<file path="config.mk">
export PLATFORM = sky130hd
export DESIGN_NAME = izigzag_stream_arbiter
export DESIGN_NICKNAME = d
export VERILOG_FILES = /design/src/rtl/izigzag_pkg.sv /design/src/rtl/izigzag_stream_arbiter_rr_pick.sv /design/src/rtl/izigzag_stream_arbiter.sv
export SDC_FILE = /design/constraint.sdc
export NUM_CORES = 1
export LEC_CHECK = 0
export CAP_MARGIN = 20
export CORE_UTILIZATION = 42
export CTS_CLUSTER_SIZE = 16
export DETAILED_ROUTE_END_ITERATION = 8
export PLACE_DENSITY = 0.85
export SKIP_CTS_REPAIR_TIMING = 1
export SLEW_MARGIN = 15
export SYNTH_ARGS = -nofsm -noshare
export SYNTH_HDL_FRONTEND = slang
export SYNTH_SLANG_ARGS = --single-unit
</file>
<file path="constraint.sdc">
create_clock -name clock -period 2.8 [get_ports clock]
set_input_delay 0.56 -clock clock [delete_from_list [all_inputs] [get_ports clock]]
set_output_delay 0.56 -clock clock [all_outputs]
set_load 0.02 [all_outputs]
</file>
<file path="src/rtl/izigzag_pkg.sv">
// Shared types and constants for the izigzag stream arbiter.
// Holds the FSM encoding and round-robin index helpers.
package izigzag_pkg;

    localparam int TOKEN_W   = 16;
    localparam int BLOCK_LEN = 64;

    typedef enum logic [1:0] {
        ST_IDLE    = 2'd0,
        ST_PASS    = 2'd1,
        ST_EOS_OUT = 2'd2,
        ST_DONE    = 2'd3
    } arb_state_t;

    function automatic int rr_wrap(input int v, input int n);
        return v % n;
    endfunction

    function automatic int rr_next(input int idx, input int n);
        return rr_wrap(idx + 1, n);
    endfunction

endpackage

</file>
<file path="src/rtl/izigzag_stream_arbiter_rr_pick.sv">
// Combinational round-robin pick: first requester at or after ptr.
// Lowest distance from ptr wins; hit_o is low when nobody requests.
module stream_rr_pick
    import izigzag_pkg::*;
#(
    parameter int N  = 2,
    parameter int PW = 1
) (
    input  logic [N-1:0]  req_i,
    input  logic [PW-1:0] ptr_i,
    output logic          hit_o,
    output logic [PW-1:0] idx_o
);

    // Walk from the farthest candidate down so the nearest one lands last.
    always_comb begin
        hit_o = 1'b0;
        idx_o = '0;
        for (int k = N - 1; k >= 0; k--) begin
            if (req_i[rr_wrap(int'(ptr_i) + k, N)]) begin
                hit_o = 1'b1;
                idx_o = PW'(rr_wrap(int'(ptr_i) + k, N));
            end
        end
    end

endmodule

</file>
<file path="src/rtl/izigzag_stream_arbiter.sv">
// Block-granular round-robin merge of N producer token streams
// into the izigzag page input queue, with a single merged eos.
module izigzag_stream_arbiter #(
    parameter int N_IN      = 2,
    parameter int W         = izigzag_pkg::TOKEN_W,
    parameter int BLOCK_LEN = izigzag_pkg::BLOCK_LEN
) (
    input  logic              clock,
    input  logic              reset,
    input  logic [N_IN*W-1:0] in_d,
    input  logic [N_IN-1:0]   in_e,
    input  logic [N_IN-1:0]   in_v,
    output logic [N_IN-1:0]   in_b,
    output logic [W-1:0]      out_d,
    output logic              out_e,
    output logic              out_v,
    input  logic              out_b,
    output logic              done,
    output logic              err
);

    import izigzag_pkg::*;

    localparam int PW = (N_IN > 1) ? $clog2(N_IN) : 1;
    localparam int CW = $clog2(BLOCK_LEN);
    localparam logic [CW-1:0] CNT_LAST = CW'(BLOCK_LEN - 1);

    arb_state_t      state_q, state_d;
    logic [PW-1:0]   ptr_q, ptr_d;
    logic [PW-1:0]   grant_q, grant_d;
    logic [CW-1:0]   cnt_q, cnt_d;
    logic [N_IN-1:0] retired_q, retired_d;
    logic            err_q, err_d;

    logic            pick_hit;
    logic [PW-1:0]   pick_idx;
    logic [PW-1:0]   nxt_ptr;
    logic            g_v;
    logic            g_e;
    logic [W-1:0]    g_d;

    stream_rr_pick #(
        .N  (N_IN),
        .PW (PW)
    ) u_pick (
        .req_i (in_v & ~retired_q),
        .ptr_i (ptr_q),
        .hit_o (pick_hit),
        .idx_o (pick_idx)
    );

    assign nxt_ptr = PW'(rr_next(int'(grant_q), N_IN));
    assign g_v     = in_v[grant_q];
    assign g_e     = in_e[grant_q];
    assign g_d     = in_d[int'(grant_q)*W +: W];
    assign done    = (state_q == ST_DONE);
    assign err     = err_q;

    always_comb begin
        state_d   = state_q;
        ptr_d     = ptr_q;
        grant_d   = grant_q;
        cnt_d     = cnt_q;
        retired_d = retired_q;
        err_d     = err_q;
        out_d     = '0;
        out_e     = 1'b0;
        out_v     = 1'b0;
        in_b      = '1;
        unique case (state_q)
            ST_IDLE: begin
                if (&retired_q) begin
                    state_d = ST_EOS_OUT;
                end else if (pick_hit) begin
                    grant_d = pick_idx;
                    state_d = ST_PASS;
                end
            end
            ST_PASS: begin
                if (g_e) begin
                    // eos is swallowed here; only the merged one goes out
                    in_b[grant_q] = 1'b0;
                    if (g_v) begin
                        retired_d[grant_q] = 1'b1;
                        ptr_d   = nxt_ptr;
                        cnt_d   = '0;
                        state_d = ST_IDLE;
                        if (cnt_q != '0) begin
                            err_d = 1'b1;
                        end
                    end
                end else begin
                    out_d         = g_d;
                    out_v         = g_v;
                    in_b[grant_q] = out_b;
                    if (g_v && !out_b) begin
                        if (cnt_q == CNT_LAST) begin
                            cnt_d   = '0;
                            ptr_d   = nxt_ptr;
                            state_d = ST_IDLE;
                        end else begin
                            cnt_d = cnt_q + 1'b1;
                        end
                    end
                end
            end
            ST_EOS_OUT: begin
                out_v = 1'b1;
                out_e = 1'b1;
                if (!out_b) begin
                    state_d = ST_DONE;
                end
            end
            ST_DONE: begin
            end
            default: begin
                state_d = ST_IDLE;
            end
        endcase
    end

    always_ff @(posedge clock or posedge reset) begin
        if (reset) begin
            state_q   <= ST_IDLE;
            ptr_q     <= '0;
            grant_q   <= '0;
            cnt_q     <= '0;
            retired_q <= '0;
            err_q     <= 1'b0;
        end else begin
            state_q   <= state_d;
            ptr_q     <= ptr_d;
            grant_q   <= grant_d;
            cnt_q     <= cnt_d;
            retired_q <= retired_d;
            err_q     <= err_d;
        end
    end

endmodule

</file>
==> results of run 1 <==
==> cell families (layout without fill, tap and decap cells) <==
logic type,Yosys count,count (layout),share of synthesized area (%)
adder cells (fa/ha/maj),7,7,7.518
flip-flops,13,13,27.93
buffers and inverters,15,83,5.800
AO/OA/AOI/OAI,26,26,15.90
multiplexers,25,25,23.09
AND/OR/NAND/NOR,46,46,19.76
==> final timing paths <==
path | endpoint | from | cells past startpoint
max | in_b[1] | out_b | 6
max in group asynchronous | state_q[0] | reset | 2
min in group asynchronous | grant_q | reset | 2
max reg2reg | cnt_q[5] | state_q[1] | 7
min | err | err | 1
min reg2reg | err | err | 1
==> flip-flops by register name, summed over array words and instances (netlist names) <==
register / cells
cnt_q: 6
err: 1
grant_q: 1
ptr_q: 1
retired_q: 2
state_q: 2
==> layout make-up <==
class / instances / area share, %
Multi-Input combinational cell: 104 / 40.38
Timing Repair Buffer: 71 / 37.84
Clock buffer: 4 / 1.365
Inverter: 8 / 1.560
Tap cell: 30 / 1.951
Sequential cell: 13 / 16.91
==> metal layers <==
| layer | vias to the layer above | global-route usage, % | part of all wire (%) |
|---|---|---|---|
| li1 | 606 | - | - |
| met1 | 578 | 25.91 | 39 |
| met2 | 62 | 39.56 | 51 |
| met3 | 6 | 7.222 | 8.8 |
| met4 | 0 | 7.265 | 0.51 |
| met5 | - | 0 | 0 |
==> power by group <==
part / internal (µW) / switching (µW)
clock network: 55.0 / 58.6
logic: 481 / 482
registers: 256 / 81.1
==> worst max-delay path: stages <==
cell and delay [ps]:
clkdlybuf4s50_1 460, buf_4 170, nor2b_1 180, nor2_1 60
nand2_1 60, clkdlybuf4s50_1 600
==> metrics by stage <==
stage                     util, %  area [µm²]  setup slack, ps
after floorplan                 -        1165            741.1
after global placement      72.03        1833           -121.2
after detailed placement    72.03        1833           -131.4
after CTS                   73.06        1859           -126.8
after global routing        75.61        1924            86.36
final                       75.61        1924            143.5
==> cell usage in the layout (no fill, tap or decap), drive strengths merged, types with 4 or more instances in the layout <==
master,synthesis,final
a21oi,5,5
clkdlybuf4s50,0,42
mux2i,20,20
dfrtp,13,13
clkbuf,3,4
dlymetal6s2s,0,18
mux2,5,5
buf,4,11
inv,8,8
nor2b,4,4
nand3,5,5
nand2,9,9
o21ai,6,6
ha,7,7
nor2,20,20
==> results.yml, run 1 <==
status:
  status: "complete, no violations"
sta:
  finalCritPeriodShare_pct: 94.88
  setup_viol: 0
  relSlewSlack_pct: 64.75
  period_minus_slack_ps: 2657
  max_freq_mhz: 376.4
  clock_skew_ps: 2.858
  timing.hold.ws_ps: 470.1
  timing.setup.tns_ps: 0
  grt_setup_unrepaired: "no"
  worstMarginPinSlew_ps: 528.1
  finalMaxSlewViolations: 0
  finalHoldViolations: 0
yosys:
  yosysMostFrequentCell: "nor2_1"
  ys.flop_type: "dfrtp_1"
  synth.top_cell.area_share_pct: 27.93
  async_reset_ff_share_pct: 100.0
  yosysUniqueCellTypes: 37
  synth_area_um2: 1165
  synthTopCellsByArea: "dfrtp_1, mux2i_1, ha_1"
  synth_edf_count: 0
  postSynthAreaPerCell_um2: 8.825
  synthTopCellsByCount: "nor2_1, mux2i_1, dfrtp_1, inv_1, nand2_1"
  ys_warn_count: 0
  yosys_register_bits: 13
  syn_inst: 132
  synth_top_area_cell: "dfrtp_1"
  yosysSeqAreaShare_pct: 27.93
  synth_fp_nets: 178
flow_run:
  drv_cap: 0
floorplan:
  rows: 18
  start_util_pct: 45.77
  core_region_area_um2: 2545
  die_area_um2: 2988
  die_width_um: 54.67
  die_height_um: 54.67
  io_pins: 61
placement:
  place.gp.congestion: 0.7696
  placed_cells: 224
  dp_hpwl_um: 2645
  port_buffers: 60
setup_path:
  cp-end-kind: "output port"
  path_class: "in2out"
  required_ps: 2240
  rrSetupSlack_ps: 960
  cp_max_fo: 10
  cp-start-kind: "input port"
  arrival_ps: 2100
cts:
  cts_sinks: 13
  cts_tree: "built"
  path_clk_slew_ps: 80
  htreeDepth: 1
  cts_root_buffer: "clkbuf_4"
  cts_buffers: 3
  clk_latency_ps: 270
  clockBufferDepth: 2
cells_and_area:
  drive_above_1_share_pct: 12.00
  stdcell_count: 230
  seq_area_um2: 325.3
  nets: 247
  area_delta_synth_final_pct: 65.20
  nFillCells: 173
  diodes: 0
  multiInputGateArea_um2: 777.0
route:
  postRouteAntennaNets: 0
  first_pass_iters: 4
  totalWireLength_um: 3317
  drt_iter0_drc: 20
  viasPerCell: 5.443
  drc_errors: 0
  vias: 1252
  wl_per_cell_um: 14.42
grt:
  grt_usage_pct: 22.73
  grt_max_degree: 23
  grt_pass1_vias: 1190
  antenna_found_initial: 0
  grt_remaining_overflow: 0
  grt_pass1_wl_um: 4947
power:
  leakagePower_uw: 0.001119
  powerDensity_nw_per_um2: 734.9
  p_total_uw: 1414
  ir_drop_mv: 0.4662
worst_hold_path:
  hp-class: "reg2reg"
Note: power is estimated with default switching activity, not from simulation.
==> inputs of run 2 (changes only) <==
--- a/config.mk
+++ b/config.mk
@@ -14,4 +14,5 @@
 export SLEW_MARGIN = 15
 export SYNTH_ARGS = -nofsm -noshare
 export SYNTH_HDL_FRONTEND = slang
+export SYNTH_HIERARCHICAL = 1
 export SYNTH_SLANG_ARGS = --single-unit
==> results.yml, run 2 <==
cells_and_area:
  nFillCells: 182
  finish.instance_area_um2: 1867
  top_register: "cnt_q"
  drive_above_1_share_pct: 8.718
  final_common_cell: "clkdlybuf4s50_1"
  top_regs: "cnt_q: 6 flops, retired_q: 2 flops, state_q: 2 flops"
  final_core_util_pct: 74.01
  largest_register_ff_count: 6
  nets: 242
  area_delta_synth_final_pct: 63.06
  diodes: 0
  final_cell_mix: "clkdlybuf4s50_1, nor2_1, mux2i_1"
sta:
  period_minus_slack_ps: 2733
  relSlewSlack_pct: 64.71
  finalCritPeriodShare_pct: 97.59
  finalMaxSlewViolations: 0
  finalHoldViolations: 0
  clock_skew_ps: 2.362
  max_freq_mhz: 366.0
  worstMarginPinSlew_ps: 529.3
  setup_viol: 0
setup_path:
  required_ps: 2240
  critical_path_buf_inv_count: 3
  cp_slowest_cell: "clkdlybuf4s50_1"
  cp-start-kind: "input port"
  path_class: "in2out"
  cp-end-kind: "output port"
  cp_max_fo: 16
  arrival_ps: 2170
  slowest_delay_ps: 620
  path_cells: "clkdlybuf4s50_1, mux2i_1, nand2_1, buf_4, nor2_1, clkdlybuf4s50_1"
  critical-path-top-delay-family: "buffers and inverters"
  crit_top_cell: "clkdlybuf4s50_1"
placement:
  dp_hpwl_um: 2781
  place.gp.congestion: 0.8141
  place_area_um2: 1805
  port_buffers: 60
flow_run:
  drv_cap: 0
grt:
  grt_util_met1_pct: 31.04
  use_met2_pct: 41.87
  grt_pass1_vias: 1145
  antenna_found_initial: 0
  grt_max_degree: 17
  grt_usage_pct: 24.80
  gr-max-usage-layer: "met2"
  grt_remaining_overflow: 0
  grt_pass1_wl_um: 5209
  grt_use_met3_pct: 6.111
yosys:
  ys_warn_count: 6
  yosysSeqAreaShare_pct: 28.42
  synth_fp_nets: 175
  synth_area_um2: 1145
  postSynthAreaPerCell_um2: 8.875
  synth.top_cell.area_share_pct: 28.42
  synthTopCellsByCount: "nor2_1, mux2i_1, dfrtp_1, ha_1, inv_1"
  ys.flop_type: "dfrtp_1"
  async_reset_ff_share_pct: 100.0
  yosysUniqueCellTypes: 40
  yosys_register_bits: 13
  syn_inst: 129
  synth_edf_count: 0
  synthTopCellsByArea: "dfrtp_1, mux2i_1, ha_1"
  synth_top_area_cell: "dfrtp_1"
  yosysMostFrequentCell: "nor2_1"
floorplan:
  core_region_area_um2: 2522
  rows: 18
  start_util_pct: 45.39
  die_area_um2: 2939
  io_pins: 61
  die_width_um: 54.21
  die_height_um: 54.21
status:
  status: "complete, no violations"
route:
  postRouteAntennaNets: 0
  vias: 1257
  first_pass_iters: 4
  totalWireLength_um: 3379
  drt_iter0_drc: 23
  wl_per_cell_um: 15.02
  viasPerCell: 5.587
  drc_errors: 0
power:
  powerDensity_nw_per_um2: 780.6
  ir_drop_mv: 0.7241
  leakagePower_uw: 0.0009995
cts:
  cts_tree: "built"
  cts_root_buffer: "clkbuf_4"
  cts_sinks: 13
  clk_latency_ps: 280
  htreeDepth: 1
  path_clk_slew_ps: 80
  clockBufferDepth: 2
  cts_buffers: 3
worst_hold_path:
  hp-class: "reg2reg"
[run 2: worst paths after layout]
check,startpoint,slack (ps),cells past startpoint,to
min in group asynchronous,reset,590,2,cnt_q[3]
min,err,470,1,err
max in group asynchronous,reset,1860,2,retired_q[0]
max,in_e[1],70,6,out_d[3]
max reg2reg,state_q[0],1060,6,state_q[1]
min reg2reg,err,470,1,err
[run 2: kinds of logic after synthesis]
family,share of synthesized area (%)
AND/OR/NAND/NOR,21.09
adder cells (fa/ha/maj),7.650
buffers and inverters,4.918
AO/OA/AOI/OAI,18.91
multiplexers,19.02
flip-flops,28.42
[run 2: stage by stage]
step | setup WS, ps | cells | TNS [ps] | hold WS, ps | power (µW)
floorplan | 827.9 | 129 | 0 | 437.0 | 984.6
global placement | 77.37 | 221 | 0 | 450.8 | 1304
detailed placement | 28.84 | 221 | 0 | 453.8 | 1331
CTS | -4.743 | 225 | -4.743 | 474.2 | 1460
global route | -13.07 | 225 | -13.07 | 504.4 | 1569
finish | 67.44 | 225 | 0 | 470.7 | 1457
[run 2: final cells by class]
class	count	area (µm²)	share of cell area, %
multi-input combinational	104	765.7	41.02
sequential	13	325.3	17.43
clock buffer	4	26.28	1.408
inverter	7	26.28	1.408
timing repair buffer	67	685.7	36.73
tap	30	37.54	2.011
[run 2: report_power, final]
group	switching [µW]	total, µW	internal [µW]
Combinational	523	1010	487
Sequential	67.5	324	256
Clock	68.0	123	55.4
[run 2: metal layers]
metal | wire length, µm | share of wire, % | vias to the layer above
met5 | 0 | 0 | -
met3 | 277 | 8.2 | 6
li1 | - | - | 600
met4 | 55 | 1.6 | 0
met2 | 1641 | 49 | 59
met1 | 1405 | 42 | 592
==> inputs of run 3 (changes only) <==
==> constraint.sdc (replaced) <==
create_clock -name clock -period 2.8 [get_ports clock]
set_input_delay 0.56 -clock clock [delete_from_list [all_inputs] [get_ports clock]]
set_output_delay 0.56 -clock clock [all_outputs]
set_load 0.005 [all_outputs]
==> results.yml, run 3 (synthesis results as in run 2) <==
status:
  status: "complete, no violations"
sta:
  worstMarginPinSlew_ps: 506.7
  period_minus_slack_ps: 2674
  finalHoldViolations: 0
  setup_viol: 0
  relSlewSlack_pct: 66.18
  setup_slack_ps: 125.8
  timing.setup.tns_ps: 0
  clock_skew_ps: 3.690
  finalCritPeriodShare_pct: 95.51
  finalMaxSlewViolations: 0
  grt_setup_unrepaired: "no"
  max_freq_mhz: 373.9
route:
  drt_iter0_drc: 13
  wl_per_cell_um: 15.45
  vias: 1253
  totalWireLength_um: 3461
  first_pass_iters: 4
  postRouteAntennaNets: 0
  drc_errors: 0
  viasPerCell: 5.594
floorplan:
  core_region_area_um2: 2522
  start_util_pct: 45.39
  rows: 18
  die_height_um: 54.21
  die_area_um2: 2939
  io_pins: 61
  die_width_um: 54.21
cells_and_area:
  diodes: 0
  area_delta_synth_final_pct: 59.67
  top_register: "cnt_q"
  final_cell_mix: "clkdlybuf4s50_1, nor2_1, mux2i_1"
  stdcell_count: 224
  seq_area_um2: 325.3
  final_common_cell: "clkdlybuf4s50_1"
  multiInputGateArea_um2: 763.2
  top_regs: "cnt_q: 6 flops, retired_q: 2 flops, state_q: 2 flops"
  nFillCells: 195
  largest_register_ff_count: 6
  drive_above_1_share_pct: 7.732
  nets: 241
placement:
  post-place-ws_ps: 119.6
  placed_cells: 220
  dp_hpwl_um: 2831
  place.gp.congestion: 0.8730
  port_buffers: 60
setup_path:
  slowest_delay_ps: 520
  cp-start-kind: "input port"
  required_ps: 2240
  arrival_ps: 2110
  cp_max_fo: 16
  crit_top_cell: "clkdlybuf4s50_1"
  path_cells: "clkdlybuf4s50_1, mux2i_1, nand2_1, buf_6, nor2_1, clkdlybuf4s50_1"
  cp-end-kind: "output port"
  cp_slowest_cell: "clkdlybuf4s50_1"
  path_class: "in2out"
cts:
  cts_tree: "built"
  cts_sinks: 13
  cts_root_buffer: "clkbuf_4"
  path_clk_slew_ps: 80
  htreeDepth: 1
  clk_latency_ps: 280
  cts_buffers: 3
  clockBufferDepth: 2
grt:
  grt_remaining_overflow: 0
  grt_pass1_wl_um: 5361
  grt_usage_pct: 25.51
  antenna_found_initial: 0
  grt_pass1_vias: 1238
  grt_max_degree: 17
power:
  leakagePower_uw: 0.0007684
  ir_drop_mv: 0.4802
  powerDensity_nw_per_um2: 749.6
worst_hold_path:
  hp-class: "reg2reg"
flow_run:
  drv_cap: 0
==> run 3: layer usage <==
layer | share of wire (%) | wire [µm] | GRT usage (%) | up-vias
met5 | 0 | 0 | 0 | -
met4 | 1.5 | 51 | 4.701 | 0
met3 | 7.6 | 263 | 7.778 | 6
met2 | 51 | 1770 | 46.54 | 56
met1 | 40 | 1375 | 29.10 | 595
li1 | - | - | - | 596
==> run 3: per-stage QoR <==
stage	util [%]	instance area, µm²	hold slack, ps	power [µW]
after floorplan	-	1145	437.0	887.1
after global placement	71.28	1798	450.1	1202
after detailed placement	71.28	1798	451.6	1240
after CTS	72.32	1824	471.5	1365
after global routing	72.47	1828	511.2	1477
final	72.47	1828	468.1	1370
==> run 3: path summary, 6_finish.rpt <==
check | from | end | slack [ps] | depth (start not counted)
worst max-delay path | in_e[0] | out_d[14] | 130 | 6
worst min-delay path | err | err | 470 | 1
worst max register to register | state_q[0] | state_q[1] | 1030 | 6
worst min register to register | err | err | 470 | 1
max in group asynchronous | reset | retired_q[1] | 1870 | 2
min in group asynchronous | reset | cnt_q[1] | 590 | 2
==> run 3: cell type report <==
class	instances	area share, %
Sequential cell	13	17.80
Clock buffer	4	1.437
Inverter	7	1.437
Tap cell	30	2.053
Multi-Input combinational cell	104	41.75
Timing Repair Buffer	66	35.52
==> run 3: power by group <==
group	total (µW)	internal [µW]	leakage (µW)	switching, µW
Sequential	324	256	0.000161	67.5
Combinational	924	493	0.000592	431
Clock	123	55.3	0.0000150	67.2
==> run 3: critical path, delay by kind of cell <==
family                 cells  cell delay (ps)
multiplexers               1              200
AND/OR/NAND/NOR            2              210
buffers and inverters      3             1140
